## config.mk

```make
export PLATFORM = sky130hd
export DESIGN_NAME = btb_update_ctrl
export DESIGN_NICKNAME = d
export VERILOG_FILES = /design/src/rtl/btb_update_ctrl.sv
export SDC_FILE = /design/constraint.sdc
export NUM_CORES = 1
export LEC_CHECK = 0
export ABC_AREA = 1
export BUFFER_PORTS_ARGS = -buffer_cell sky130_fd_sc_hd__buf_2
export CAP_MARGIN = 20
export CORE_UTILIZATION = 40
export CTS_BUF_LIST = sky130_fd_sc_hd__clkbuf_16
export DETAILED_ROUTE_END_ITERATION = 16
export PLACE_DENSITY = 0.71
export SYNTH_ARGS = -nofsm -noshare
export SYNTH_HDL_FRONTEND = slang
export SYNTH_SLANG_ARGS = --single-unit
```

## constraint.sdc

```tcl
create_clock -name clk -period 3.5 [get_ports clk]
set_input_delay 0.35 -clock clk [delete_from_list [all_inputs] [get_ports clk]]
set_output_delay 0.35 -clock clk [all_outputs]
set_load 0.01 [all_outputs]
```

## src/rtl/btb_update_ctrl.sv

```systemverilog
`default_nettype none
// +----------------------------------------------------------------------------+
// | Module      : btb_update_ctrl                                              |
// | Description : Write-side controller for an 8-set x 2-way BTB. Queues       |
// |               resolved branches, reads the target set, merges the record   |
// |               (hit update / victim allocation) and issues one write.       |
// | Revision    : 1.0 - initial release                                        |
// +----------------------------------------------------------------------------+
module btb_update_ctrl #(
  parameter int FIFO_DEPTH = 2,
  parameter int CNT_W      = 16
) (
  input  logic              clk,
  input  logic              reset,
  input  logic              res_valid,
  output logic              res_ready,
  input  logic [31:0]       res_pc,
  input  logic [31:0]       res_target,
  input  logic              res_taken,
  output logic [2:0]        update_index,
  input  logic [127:0]      update_set,
  output logic              write_en,
  output logic [2:0]        write_index,
  output logic [127:0]      write_set,
  output logic              busy,
  output logic [CNT_W-1:0]  wr_count
);

  localparam int PTR_W = (FIFO_DEPTH > 1) ? $clog2(FIFO_DEPTH) : 1;
  localparam int REC_W = 65;   // {taken, target, pc}

  typedef enum logic [1:0] {
    ST_IDLE  = 2'd0,
    ST_READ  = 2'd1,
    ST_WRITE = 2'd2
  } state_t;

  state_t state_q, state_d;

  // Resolution queue
  logic [REC_W-1:0] fifo_mem [FIFO_DEPTH];
  logic [PTR_W:0]   wr_ptr, rd_ptr;
  logic             fifo_full, fifo_empty, push, pop;
  logic [REC_W-1:0] head;

  // Operation being processed
  logic [31:0]      op_pc, op_tgt;
  logic             op_taken;
  logic [127:0]     set_q;
  logic [CNT_W-1:0] cnt_q;

  assign fifo_empty = (wr_ptr == rd_ptr);
  assign fifo_full  = (wr_ptr[PTR_W] != rd_ptr[PTR_W]) &&
                      (wr_ptr[PTR_W-1:0] == rd_ptr[PTR_W-1:0]);
  assign push       = res_valid && !fifo_full;
  assign pop        = (state_q == ST_IDLE) && !fifo_empty;
  assign head       = fifo_mem[rd_ptr[PTR_W-1:0]];

  // Queue storage: payload only, pointers carry the valid state
  always_ff @(posedge clk) begin
    if (push) fifo_mem[wr_ptr[PTR_W-1:0]] <= {res_taken, res_target, res_pc};
  end

  // Queue pointers
  always_ff @(posedge clk) begin
    if (reset) begin
      wr_ptr <= '0;
      rd_ptr <= '0;
    end else begin
      if (push) wr_ptr <= wr_ptr + 1'b1;
      if (pop)  rd_ptr <= rd_ptr + 1'b1;
    end
  end

  // FSM state register
  always_ff @(posedge clk) begin
    if (reset) state_q <= ST_IDLE;
    else       state_q <= state_d;
  end

  // FSM next-state: one record every three cycles, no hazard on the same set
  always_comb begin
    state_d = state_q;
    case (state_q)
      ST_IDLE:  if (!fifo_empty) state_d = ST_READ;
      ST_READ:  state_d = ST_WRITE;
      ST_WRITE: state_d = ST_IDLE;
      default:  state_d = ST_IDLE;
    endcase
  end

  // Op register loaded from the queue head; set captured at the end of READ
  always_ff @(posedge clk) begin
    if (reset) begin
      op_pc    <= '0;
      op_tgt   <= '0;
      op_taken <= 1'b0;
      set_q    <= '0;
    end else begin
      if (pop) begin
        op_pc    <= head[31:0];
        op_tgt   <= head[63:32];
        op_taken <= head[64];
      end
      if (state_q == ST_READ) set_q <= update_set;
    end
  end

  // Merge of the op into the registered set
  logic [63:0] w0, w1, old_way, new_way, m_w0, m_w1;
  logic [26:0] op_tag;
  logic        hit0, hit1, hit, victim, sel, do_write;
  logic [1:0]  old_ctr, new_ctr;
  logic [31:0] new_tgt;
  logic [127:0] merged;

  // Hit detection (way0 wins on double hit), victim choice and field update
  always_comb begin
    w0      = set_q[63:0];
    w1      = set_q[127:64];
    op_tag  = op_pc[31:5];
    hit0    = w0[63] && (w0[62:36] == op_tag);
    hit1    = w1[63] && (w1[62:36] == op_tag) && !hit0;
    hit     = hit0 || hit1;
    victim  = !w0[63] ? 1'b0 : (!w1[63] ? 1'b1 : set_q[0]);
    sel     = hit ? hit1 : victim;
    old_way = sel ? w1 : w0;
    old_ctr = old_way[3:2];
    new_ctr = 2'b10;
    if (hit) begin
      if (op_taken) new_ctr = (old_ctr == 2'b11) ? 2'b11 : old_ctr + 2'd1;
      else          new_ctr = (old_ctr == 2'b00) ? 2'b00 : old_ctr - 2'd1;
    end
    new_tgt  = op_taken ? op_tgt : old_way[35:4];
    new_way  = {1'b1, op_tag, new_tgt, new_ctr, 2'b00};
    m_w0     = sel ? {w0[63:2], 2'b00} : new_way;
    m_w1     = sel ? new_way : {w1[63:2], 2'b00};
    merged   = {m_w1, m_w0[63:1], ~sel};
    do_write = hit || op_taken;
  end

  // Outputs are forced to reset values while reset is high, even mid-op
  always_comb begin
    res_ready    = reset || !fifo_full;
    busy         = !reset && ((state_q != ST_IDLE) || !fifo_empty);
    update_index = (!reset && state_q == ST_READ) ? op_pc[4:2] : 3'd0;
    write_en     = !reset && (state_q == ST_WRITE) && do_write;
    write_index  = write_en ? op_pc[4:2] : 3'd0;
    write_set    = write_en ? merged : 128'd0;
    wr_count     = reset ? '0 : cnt_q;
  end

  // Saturating count of issued writes
  always_ff @(posedge clk) begin
    if (reset)                       cnt_q <= '0;
    else if (write_en && cnt_q != '1) cnt_q <= cnt_q + 1'b1;
  end

endmodule
`default_nettype wire

```

=== Yosys cells after proc, flatten, opt, wreduce, memory -nomap -nowiden ===
Memory sizes are Yosys's and may differ from the RTL's. A register that Yosys moved wholly into a read port is not among the register bits.
Index checks and enable logic that the tools add are counted.

* Bits in registers: 150
* RAM bits: 130
* Input port bits: 196
* Word-level logic and storage cells: 63
* Memories: 1

* $add $sub $neg: 5
* Equality and inequality tests: 10
* Muxes and demuxes: 19
* Bitwise operators: 1
* Reduce and logical (&&, ||, !) cells: 22

{| class="wikitable"
|+ Memories
! memory !! depth !! width !! read ports !! clocked after memory_dff !! write ports !! line !! text
|-
| fifo_mem || 2 || 65 || 1 || 1 || 1 || 41 || <nowiki>logic [REC_W-1:0] fifo_mem [FIFO_DEPTH];</nowiki>
|}

{| class="wikitable"
|+ Operator list
! operator !! count
|-
| 128-bit two-way mux || 1
|-
| 64-bit two-way mux || 2
|-
| 27-bit equality test || 2
|-
| 36-bit two-way mux || 1
|-
| 32-bit two-way mux || 1
|-
| 16-bit by 1-bit adder with 16-bit output, second input constant || 1
|-
| 16-bit two-way mux || 1
|-
| 16-bit != test, second input constant || 1
|-
| 1-bit logical AND || 11
|-
| 2-bit two-way mux || 5
|-
| 2-bit by 1-bit adder with 2-bit output, second input constant || 3
|-
| 3-bit two-way mux || 2
|-
| 1-bit two-way mux || 5
|-
| 2-bit equality test, second input constant || 2
|-
| 1-bit zero test || 4
|-
| 2-bit zero test || 2
|-
| 1-bit logical OR || 4
|-
| 2-bit one-hot mux with 2 select lines || 1
|-
| 2-bit by 1-bit equality test with 1-bit output, second input constant || 1
|-
| 2-bit equality test || 1
|-
| 2-bit != test, second input constant || 1
|-
| 2-bit nonzero test || 1
|-
| 2-bit by 1-bit subtractor with 2-bit output, second input constant || 1
|-
| 1-bit equality test || 1
|-
| other kinds (2) || 2
|}

=== Longest topological paths before layout ===
* Depth in word-level cells: 13
* Depth in mapped cells: 16
* Gate-level depth less buffers: 16

=== Least setup slack after synthesis ===
No wires, ideal clock.

* Kind: reg-to-reg
* Start point: reg rd_ptr[1]
* End point: mem fifo_mem[0][10], enable pin
* Setup time: 485 ps
* Data arrival time: 3250 ps
* Path slack: -234 ps
* Cell stages (with the launch flop): 5
* Buffers on the path: 0
* Clock period less this slack: 3734 ps
* Path through: dfxtp_1 xor2_1 nand2_1 nand2_1 nor2_1

* Longest elaborated chain between the ends: 6

{| class="wikitable"
|+ Ends and longest elaborated chain
! element !! line !! text
|-
| from (decl) || 42 || <nowiki>logic [PTR_W:0] wr_ptr, rd_ptr;</nowiki>
|-
| from (signal assigned) || 71 || <nowiki>if (pop) rd_ptr <= rd_ptr + 1'b1;</nowiki>
|-
| 1-bit != test || 53 || <nowiki>assign fifo_full = (wr_ptr[PTR_W] != rd_ptr[PTR_W]) &&</nowiki>
|-
| 1-bit logical AND || 53 ||
|-
| 1-bit zero test || 55 || <nowiki>assign push = res_valid && !fifo_full;</nowiki>
|-
| 1-bit logical AND || 55 ||
|-
| 1-bit two-way mux || 61 || <nowiki>if (push) fifo_mem[wr_ptr[PTR_W-1:0]] <= {res_taken, res_target, res_pc};</nowiki>
|-
| 1-bit two-way mux (implied by the code) || 61 ||
|-
| to (decl) || 41 ||
|}

Every way passes these cells.

=== Final worst setup path ===
* Start point: reg op_pc[13], read port of fifo_mem
* End point: out write_set[72]

* Longest elaborated chain between the ends: 10

{| class="wikitable"
|+ Ends and longest elaborated chain
! element !! line !! text
|-
| from (decl) || 47 || <nowiki>logic [31:0] op_pc, op_tgt;</nowiki>
|-
| 27-bit equality test || 122 || <nowiki>hit0 = w0[63] && (w0[62:36] == op_tag);</nowiki>
|-
| 1-bit logical AND || 122 ||
|-
| 1-bit zero test || 123 || <nowiki>hit1 = w1[63] && (w1[62:36] == op_tag) && !hit0;</nowiki>
|-
| 1-bit logical AND || 123 ||
|-
| 1-bit logical OR || 124 || <nowiki>hit = hit0 || hit1;</nowiki>
|-
| 1-bit two-way mux || 126 || <nowiki>sel = hit ? hit1 : victim;</nowiki>
|-
| 36-bit two-way mux || 127 || <nowiki>old_way = sel ? w1 : w0;</nowiki>
|-
| 32-bit two-way mux || 134 || <nowiki>new_tgt = op_taken ? op_tgt : old_way[35:4];</nowiki>
|-
| 64-bit two-way mux || 137 || <nowiki>m_w1 = sel ? new_way : {w1[63:2], 2'b00};</nowiki>
|-
| 128-bit two-way mux * || 149 || <nowiki>write_set = write_en ? merged : 128'd0;</nowiki>
|-
| to (decl) || 24 || <nowiki>output logic [127:0] write_set,</nowiki>
|}

Every way passes the cells marked *; elsewhere a longest branch is shown, timed or not.

==> flow_metrics.tcl <==
set metrics [dict create \
    final_nets 2546 \
    grt_pass1_vias 14040 \
    drv_slew 0 \
    dieArea_mm2 0.03942 \
    timing.hold.worst.start "update_set[66]" \
    place_area_mm2 0.01747 \
    hold_path_end "set_q[66]" \
    fin_crit_ns 3.375 \
    fin_crit_sh 0.9643 \
    h-tree-depth 2 \
    fin_cells 2898 \
    fmax_mhz 296.3 \
    fin_area_mm2 0.01980 \
    dominantRegCellSynth "dfxtp_1" \
    grt_pass1_wl_um 77470 \
    clock_sinks 336 \
    cpMaxStageDelayCell "dfxtp_1" \
    routed_wirelength_um 53460 \
    regToRegSetupSlack_ns 1.19 \
    cts_buffer_depth 3 \
    synthTopCellsByArea "dfxtp_1, edfxtp_1, nand2_1" \
    top_layer_used "met5" \
    timing.rr.start "cnt_q[2]" \
    dp_slack_ns 0.4890 \
    first_pass_iters 5 \
    async_reset_ff_frac 0 \
    syn-cell-area_mm2 0.01545 \
    p_leak_nw 8.759 \
    hold_viol_final 0 \
    hp-class "in2reg" \
    path_cells "nor2_1 > nor2_1 > nand3_1 > nor2_1 > nand2_1 > nor2_2 > nand2_2 > nand3_4 > nand2_8 > nor2_4 > buf_12 > buf_6 > o211ai_1 > nand2_1 > buf_2" \
    clock_latency_ns 0.56 \
    detail-route-antenna-nets 0 \
    wl_per_cell_um 18.45 \
    cp_common_cell "nor2_1" \
    drcViolationCount 0 \
    yosysWarnings 0 \
    die-width_um 198.5 \
    p_per_area_mw_per_mm2 742.0 \
    maxSlewHeadroom 0.2975 \
    endpoint_kind "output pin" \
    final_cell_mix "nand2_1, buf_2, nor2_1, o21ai_0, dfxtp_1" \
    maxCapViolCount 0 \
    num_io_pins 349 \
    worstReg2RegEnd "cnt_q[5]" \
    path_clk_slew_ns 0.06 \
    yosys.area.top_type "dfxtp_1" \
    rows 71 \
    worst_pin_slew_ns 1.054 \
    reg2reg_depth 7 \
    wl_met1_um 22890 \
    gp_congestion 0.9511 \
    synth-seq-cells 336 \
    setup_viol 0 \
    die_height_um 198.5 \
    holdPathStages 3 \
    crit_type "reg2out" \
    cp.required_ns 3.15 \
    cp-start-kind "register" \
    synthDistinctLibCells 40 \
    port_buffers 340 \
    critPathTopFamily "simple AND/OR/NAND/NOR gates" \
    cp.arrival_ns 3.03 \
    routed_via_density 5.281 \
    place_inst 2730 \
    slowest_delay_ns 0.49 \
    peakVddDrop_v 0.0004238 \
    grt_start_max_net_pins 99 \
    cp_max_fo 9 \
    layout_commonest_cell "nand2_1" \
    grt_usage 0.2546 \
    fin_ws_ns 0.1248 \
    start_util 0.4083 \
    netlist_instances 1982 \
    cts_made_buffers 38 \
    route.vias.total 15310 \
    dr_wl_met3_um 4510 \
    status "completed" \
    fin_skew_ns 0.03346 \
    synth_top_cell_area_share 0.2721 \
    rsz0062_at_grt "true" \
    fill_cells 3647 \
    ys_seq_area_frac 0.5169 \
    synth-edff-count 126 \
    avgSynthCellArea_um2 7.796 \
    wl_met2_um 23950 \
    cts_tree "done" \
    drive_gt1_frac 0.2165 \
    antenna_found_initial 10 \
    drt-initial-drc-count 1186 \
    hpwl_um 34160 \
    critPathBufInv 3 \
    fin_hold_ws_ns 0.02362 \
    clockRootBuffer "clkbuf_16" \
    synthToLayoutAreaGrowth_pct 28.13 \
    coreArea_mm2 0.03784 \
    grt_overflow_total 0 \
]
==> metal layers <==
metal | track usage | vias to the layer above
met5 | 0 | -
met4 | 0.1100 | 4
met3 | 0.05070 | 120
met2 | 0.3988 | 669
met1 | 0.3410 | 7132
li1 | - | 7380
==> repair_timing <==
item,CTS,global route
buffers inserted,0,6
endpoints found under the hold margin,141,0
cloned,0,6
hold buffers,78,0
gates resized for setup,4,51
setup endpoints to repair,86,113
pin swaps,0,6
==> per-stage QoR <==
| step | util | total power [mW] | setup TNS (ns) |
|---|---|---|---|
| 4_1_cts | 0.5143 | 14.48 | -0.05833 |
| 5_1_grt | 0.5230 | 15.62 | -0.08757 |
| 3_3_place_gp | 0.4616 | 10.43 | 0 |
| 6_report | 0.5232 | 14.69 | 0 |
| 2_1_floorplan | - | 9.011 | 0 |
| 3_5_place_dp | 0.4616 | 10.56 | 0 |
==> flip-flops by register name (all words and copies together), names as in the netlist <==
register	cells
cnt_q	16
fifo_mem	126
op_pc	30
op_taken	1
op_tgt	32
rd_ptr	2
set_q	125
state_q	2
wr_ptr	2
==> Yosys cell counts, types with 2 or more instances <==
cell       count
nand3_1       69
clkbuf_1      82
buf_4         12
o21ai_1       41
o2111ai_1      2
buf_6          3
a21oi_1       69
buf_1          8
nor4_1         4
nand4_1       16
buf_8          2
xnor2_1        5
edfxtp_1     126
xor2_1        18
o211ai_2       3
nor3_1        13
o211ai_1      62
a31oi_1       63
o21ai_0      203
dfxtp_1      210
nor2_4         2
nand2_4        2
buf_2         19
inv_2         33
nand2_1      583
inv_1         84
nand3_2        2
nor2_1       234
==> kinds of logic after synthesis <==
logic type / after synthesis / synth area share
AO/OA/AOI/OAI: 445 / 0.1616
XOR/XNOR: 23 / 0.01304
adder cells (fa/ha/maj): 1 / 0.0008096
buffers and inverters: 245 / 0.06704
flip-flops: 336 / 0.5169
other: 1 / 0.0002427
AND/OR/NAND/NOR: 931 / 0.2403
==> where the power goes <==
part           leakage (nW)  switching [mW]  internal, mW  total [mW]
Clock                 0.627            1.64          2.19        3.82
Combinational          5.22            3.32          1.52        4.84
Sequential             2.91           0.851          5.17        6.03
Total                  8.76            5.81          8.88        14.7
==> layout make-up <==
class | count | area [µm²] | share of cell area
Timing Repair Buffer | 451 | 2932 | 0.1481
Inverter | 119 | 462.9 | 0.02338
Tap cell | 511 | 639.4 | 0.03229
Multi-Input combinational cell | 1403 | 6528 | 0.3297
Sequential cell | 336 | 8021 | 0.4051
Clock buffer | 39 | 975.9 | 0.04929
Clock inverter | 31 | 220.2 | 0.01112
Antenna cell | 8 | 20.02 | 0.001011
==> worst max path at each step <==
stage	startpoint	endpoint	slack, ns	cells after the start
final	op_pc[13]	write_set[72]	0.12	15
after global routing	op_pc[8]	write_set[5]	-0.03	16
after CTS	op_pc[21]	write_set[5]	-0.04	13
after detailed placement	op_pc[5]	write_set[5]	0.49	16
after global placement	op_pc[19]	write_set[124]	0.45	12
after floorplan	wr_ptr[0]	fifo_mem[0][10]	0.83	4
==> worst min-delay path: stages <==
cell    delay, ns
buf_2        0.07
nor2_1       0.04
nor2_1       0.08
Note: power is estimated with default switching activity, not from simulation.
